--- src/rtl/sat_chan_ctrl.sv ---
// Satellite channel controller: sample-strobe divider, strobe counter and
// per-channel shadow/active configuration with strobe-aligned atomic commit.
module sat_chan_ctrl #(
  parameter int NCHAN = 6,
  parameter int DECIM = 64
) (
  input  logic                  clk,
  input  logic                  reset_n,
  input  logic                  enable,
  input  logic                  cfg_we,
  input  logic [4:0]            cfg_addr,
  input  logic [31:0]           cfg_wdata,
  input  logic                  commit,
  output logic                  commit_busy,
  output logic                  commit_done,
  output logic                  dv_out,
  output logic [31:0]           stb_count,
  output logic [NCHAN*32-1:0]   code_freq,
  output logic [NCHAN*32-1:0]   dop_freq,
  output logic [NCHAN*16-1:0]   gain,
  output logic [NCHAN*6-1:0]    ca_sel,
  output logic [NCHAN-1:0]      chan_en
);

  // state | meaning
  // IDLE  | no commit outstanding
  // PEND  | commit requested, shadow copied to active on next strobe edge
  typedef enum logic {IDLE, PEND} state_t;

  localparam int CW = (DECIM > 2) ? $clog2(DECIM) : 1;
  localparam logic [CW-1:0] LAST = CW'(DECIM - 1);

  state_t        state, state_nxt;
  logic          copy;
  logic [CW-1:0] div_cnt;
  logic [2:0]    wr_ch;
  logic          wr_ok;

  logic [31:0] sh_code [NCHAN];
  logic [31:0] sh_dop  [NCHAN];
  logic [15:0] sh_gain [NCHAN];
  logic [5:0]  sh_ca   [NCHAN];
  logic        sh_en   [NCHAN];

  logic [31:0] act_code [NCHAN];
  logic [31:0] act_dop  [NCHAN];
  logic [15:0] act_gain [NCHAN];
  logic [5:0]  act_ca   [NCHAN];
  logic        act_en   [NCHAN];

  assign dv_out = enable && (div_cnt == LAST);

  always_ff @(posedge clk or negedge reset_n) begin
    if (!reset_n) begin
      div_cnt   <= '0;
      stb_count <= '0;
    end else begin
      if (!enable || dv_out) div_cnt <= '0;
      else                   div_cnt <= div_cnt + 1'b1;
      if (dv_out) stb_count <= stb_count + 32'd1;
    end
  end

  assign wr_ch = cfg_addr[4:2];
  assign wr_ok = cfg_we && (int'(wr_ch) < NCHAN);

  always_ff @(posedge clk or negedge reset_n) begin
    if (!reset_n) begin
      for (int k = 0; k < NCHAN; k++) begin
        sh_code[k] <= '0;
        sh_dop[k]  <= '0;
        sh_gain[k] <= '0;
        sh_ca[k]   <= '0;
        sh_en[k]   <= 1'b0;
      end
    end else if (wr_ok) begin
      case (cfg_addr[1:0])
        2'd0: sh_code[wr_ch] <= cfg_wdata;
        2'd1: sh_dop[wr_ch]  <= cfg_wdata;
        2'd2: sh_gain[wr_ch] <= cfg_wdata[15:0];
        default: begin
          sh_ca[wr_ch] <= cfg_wdata[5:0];
          sh_en[wr_ch] <= cfg_wdata[8];
        end
      endcase
    end
  end

  // Copy samples shadow before any same-edge write lands.
  always_ff @(posedge clk or negedge reset_n) begin
    if (!reset_n) begin
      for (int k = 0; k < NCHAN; k++) begin
        act_code[k] <= '0;
        act_dop[k]  <= '0;
        act_gain[k] <= '0;
        act_ca[k]   <= '0;
        act_en[k]   <= 1'b0;
      end
    end else if (copy) begin
      for (int k = 0; k < NCHAN; k++) begin
        act_code[k] <= sh_code[k];
        act_dop[k]  <= sh_dop[k];
        act_gain[k] <= sh_gain[k];
        act_ca[k]   <= sh_ca[k];
        act_en[k]   <= sh_en[k];
      end
    end
  end

  always_ff @(posedge clk or negedge reset_n) begin
    if (!reset_n) begin
      state       <= IDLE;
      commit_done <= 1'b0;
    end else begin
      state       <= state_nxt;
      commit_done <= copy;
    end
  end

  always_comb begin
    state_nxt = state;
    copy      = 1'b0;
    case (state)
      IDLE: begin
        if (commit) begin
          if (enable) state_nxt = PEND;
          else        copy      = 1'b1;
        end
      end
      PEND: begin
        if (dv_out) begin
          copy      = 1'b1;
          state_nxt = IDLE;
        end
      end
      default: state_nxt = IDLE;
    endcase
  end

  assign commit_busy = (state == PEND);

  for (genvar k = 0; k < NCHAN; k++) begin : g_pack
    assign code_freq[32*k +: 32] = act_code[k];
    assign dop_freq[32*k +: 32]  = act_dop[k];
    assign gain[16*k +: 16]      = act_gain[k];
    assign ca_sel[6*k +: 6]      = act_ca[k];
    assign chan_en[k]            = act_en[k];
  end

endmodule

--- config.mk ---
export PLATFORM = sky130hd
export DESIGN_NAME = sat_chan_ctrl
export DESIGN_NICKNAME = d
export VERILOG_FILES = /design/src/rtl/sat_chan_ctrl.sv
export SDC_FILE = /design/constraint.sdc
export NUM_CORES = 2
export LEC_CHECK = 0
export BUFFER_PORTS_ARGS = -buffer_cell sky130_fd_sc_hd__clkbuf_2
export CAP_MARGIN = 15
export CORE_MARGIN = 2
export CORE_UTILIZATION = 43
export CTS_CLUSTER_SIZE = 12
export DETAILED_ROUTE_END_ITERATION = 6
export GPL_ROUTABILITY_DRIVEN = 0
export PLACE_DENSITY = 0.63
export SLEW_MARGIN = 20
export SYNTH_ARGS = -nofsm -noshare
export SYNTH_HDL_FRONTEND = slang
export SYNTH_SLANG_ARGS = --single-unit
--- constraint.sdc ---
create_clock -name clk -period 4.2 [get_ports clk]
set_clock_uncertainty 0.05 [all_clocks]
set_input_delay 0.84 -clock clk [delete_from_list [all_inputs] [get_ports clk]]
set_output_delay 0.84 -clock clk [all_outputs]
set_load 0.05 [all_outputs]
==> metrics.cfg <==
[sta]
slew_viol_final=0
hold_viol=0
tightest_slew_ns=1.17
relSlewSlack_pct=22.1
setup_viol=0
fmax_mhz=343
period_share_pct=69.5
hold_slack_ns=0.165
fin_crit_ns=2.92
setup_tns_ns=0
rsz0062_at_grt=no

[die]
die-width_microns=313
die_area_sq_mm=0.0982
die_h_microns=313
io_pins=599
core_area_sq_mm=0.0949
rows=113
start_util_pct=43.4

[clocking]
clockBufferDepth=3
cts.sinks=1084
ctsResizeCount=0
clkTransAtPathRegs_ns=0.06
numCtsBuffers=111
cts-root-buf=clkbuf_16
clock_latency_ns=0.69
htreeDepth=3
post_cts_buffers=0
cts_tree=yes
holdBufCountCts=0

[final_layout]
layout.nets=3100
final_common_cell=dfrtp_1
final_cell_mix=1084 x dfrtp_1, 984 x mux2_2, 597 x clkbuf_2, 112 x clkbuf_16, 61 x mux2_1
area_growth_pct=18.4
drive_above_1_share_pct=58.5

[placement]
dp_hpwl_mm=72.7
port_buffers=598

[route]
postRouteAntennaNets=0
viasPerCell=5.22
wl_mm=108
wl_per_cell_microns=24.6
first_iter_violations=1379
drt-pass1-iter-count=5
drc=0
num_vias=22900

[grt]
grt_pass1_vias=24600
grt_pass1_wl_mm=162
grt_overflow=0
grt.total_usage_pct=22.0
antenna_found_initial=13
grt_max_degree=115

[pwr]
leakage_nw=25.2
vdd_drop_max_mv=0.354
p_per_area_mw_per_mm2=480

[logic_synthesis]
yosysSeqAreaShare_pct=65.9
syn_area_per_cell_sq_um=16.9
synth_cells=2438
synth_edf_count=0
synth_ff_type=dfrtp_1
ys_warn_count=0
async_flop_share_pct=100
syn_area_sq_mm=0.0411
synth_fp_nets=2482
synth-seq-cells=1084
synthDistinctLibCells=38

[setup_path]
cp_max_fo=7
crit_required_ns=3.31
critical_path_buf_inv_count=1
worstSetupPathType=reg -> out
cp_slowest_cell=dfrtp_1
crit_chain=ha_1 > nand3_2 > nor2_4 > clkbuf_2
cp-start-kind=flip-flop
path_delay_family=simple AND/OR/NAND/NOR gates
cpPeakStageDelay_ns=0.38
endpoint_kind=output port
crit_arrival_ns=2.03

[run]
cap_violations=0

[min_path]
hold_path_class=in -> async

[status]
outcome=finished clean

-- area by class of cell --
cell class              count  area, sq um
flip-flops and latches   1084        27100
well taps                1265         1580
multi-input cells        1200        12900
repair buffers            654         3620
inverters                   5         18.8
clock inverters            21          268
clock buffers             160         3200
fillers                  8032        46200
diodes                      3         7.51
-- path summary, 6_finish.rpt --
| path | from | endpoint | slack (ns) | cells after the start |
|---|---|---|---|---|
| worst max-delay path | div_cnt[0]$_DFF_PN0_ | dv_out | 1.28 | 4 |
| min in group clk | div_cnt[0]$_DFF_PN0_ | div_cnt[0]$_DFF_PN0_ | 0.42 | 1 |
| max in group asynchronous | reset_n | dop_freq[120]$_DFFE_PN0P_ | 2.64 | 2 |
| worst min register to register | div_cnt[0]$_DFF_PN0_ | div_cnt[0]$_DFF_PN0_ | 0.42 | 1 |
| worst max register to register | div_cnt[0]$_DFF_PN0_ | ca_sel[6]$_DFFE_PN0P_ | 1.45 | 6 |
| worst min-delay path | reset_n | dop_freq[43]$_DFFE_PN0P_ | 0.17 | 1 |
-- routing by layer --
layer	wire length [microns]	part of all wire [%]	track usage, %	up-vias
met5	27	0.025	0	-
met4	3010	2.8	7.33	4
met3	7540	7.0	6.35	167
met2	52600	49	36.1	616
met1	44700	41	28.3	12300
li1	-	-	-	9849
-- cells in the mapped netlist (2+ instances only) --
cell type	number	area share [%]
dfrtp_1	1084	66
mux2_2	984	27
buf_6	76	2.1
mux2_1	61	1.7
clkbuf_1	41	0.37
xnor2_1	29	0.62
buf_2	27	0.33
nand2_1	17	0.16
nand3_1	17	0.21
nand4_1	17	0.26
nand2_2	12	0.18
nor2_1	9	0.082
and3_1	7	0.11
xor2_1	6	0.13
inv_1	5	0.046
nor2b_1	5	0.076
nor3_1	5	0.061
nor3b_1	4	0.073
buf_4	3	0.055
nor4_1	3	0.046
a21oi_1	2	0.024
and2_1	2	0.030
and3b_1	2	0.043
and4_1	2	0.043
clkbuf_2	2	0.024
ha_1	2	0.061
nand4b_1	2	0.043
nor3_2	2	0.049
-- cells by family (layout without fill, tap and decap cells) --
kind of cell | count (synthesis) | count (layout) | synth area share, %
adder cells (fa/ha/maj) | 2 | 2 | 0.0608
XOR/XNOR | 35 | 35 | 0.745
AND/OR/NAND/NOR | 114 | 114 | 1.68
flip-flops | 1084 | 1084 | 65.9
multiplexers | 1045 | 1045 | 28.6
AO/OA/AOI/OAI | 4 | 4 | 0.0821
buffers and inverters | 154 | 840 | 2.91
other | 0 | 3 | 0
-- stage by stage --
step	util (%)	std cells	setup slack [ns]	total power, mW	instance area (sq um)
6_report	51.4	4392	1.28	23.4	48700
2_1_floorplan	-	2438	1.61	13.3	41100
5_1_grt	51.3	4391	1.15	24.3	48700
4_1_cts	51.3	4389	1.21	23.7	48700
3_3_place_gp	47.7	4208	1.13	14.0	45200
3_5_place_dp	47.7	4208	1.07	14.1	45200
-- flip-flops by register name (all words and copies together), names as in the netlist --
signal	flops
div_cnt	6
sh_dop	192
commit_done	1
dop_freq	192
sh_gain	96
ca_sel	36
stb_count	32
gain	96
sh_code	192
code_freq	192
chan_en	6
sh_ca	36
sh_en	6
commit_busy	1
-- report_power, final --
part           internal, mW  switching, mW  total (mW)
Clock                  5.49           3.99        9.47
Sequential             11.4          0.515        12.0
Combinational         0.835           1.11        1.95
Total                  17.8           5.61        23.4
Power figures use the tool's default switching activity.
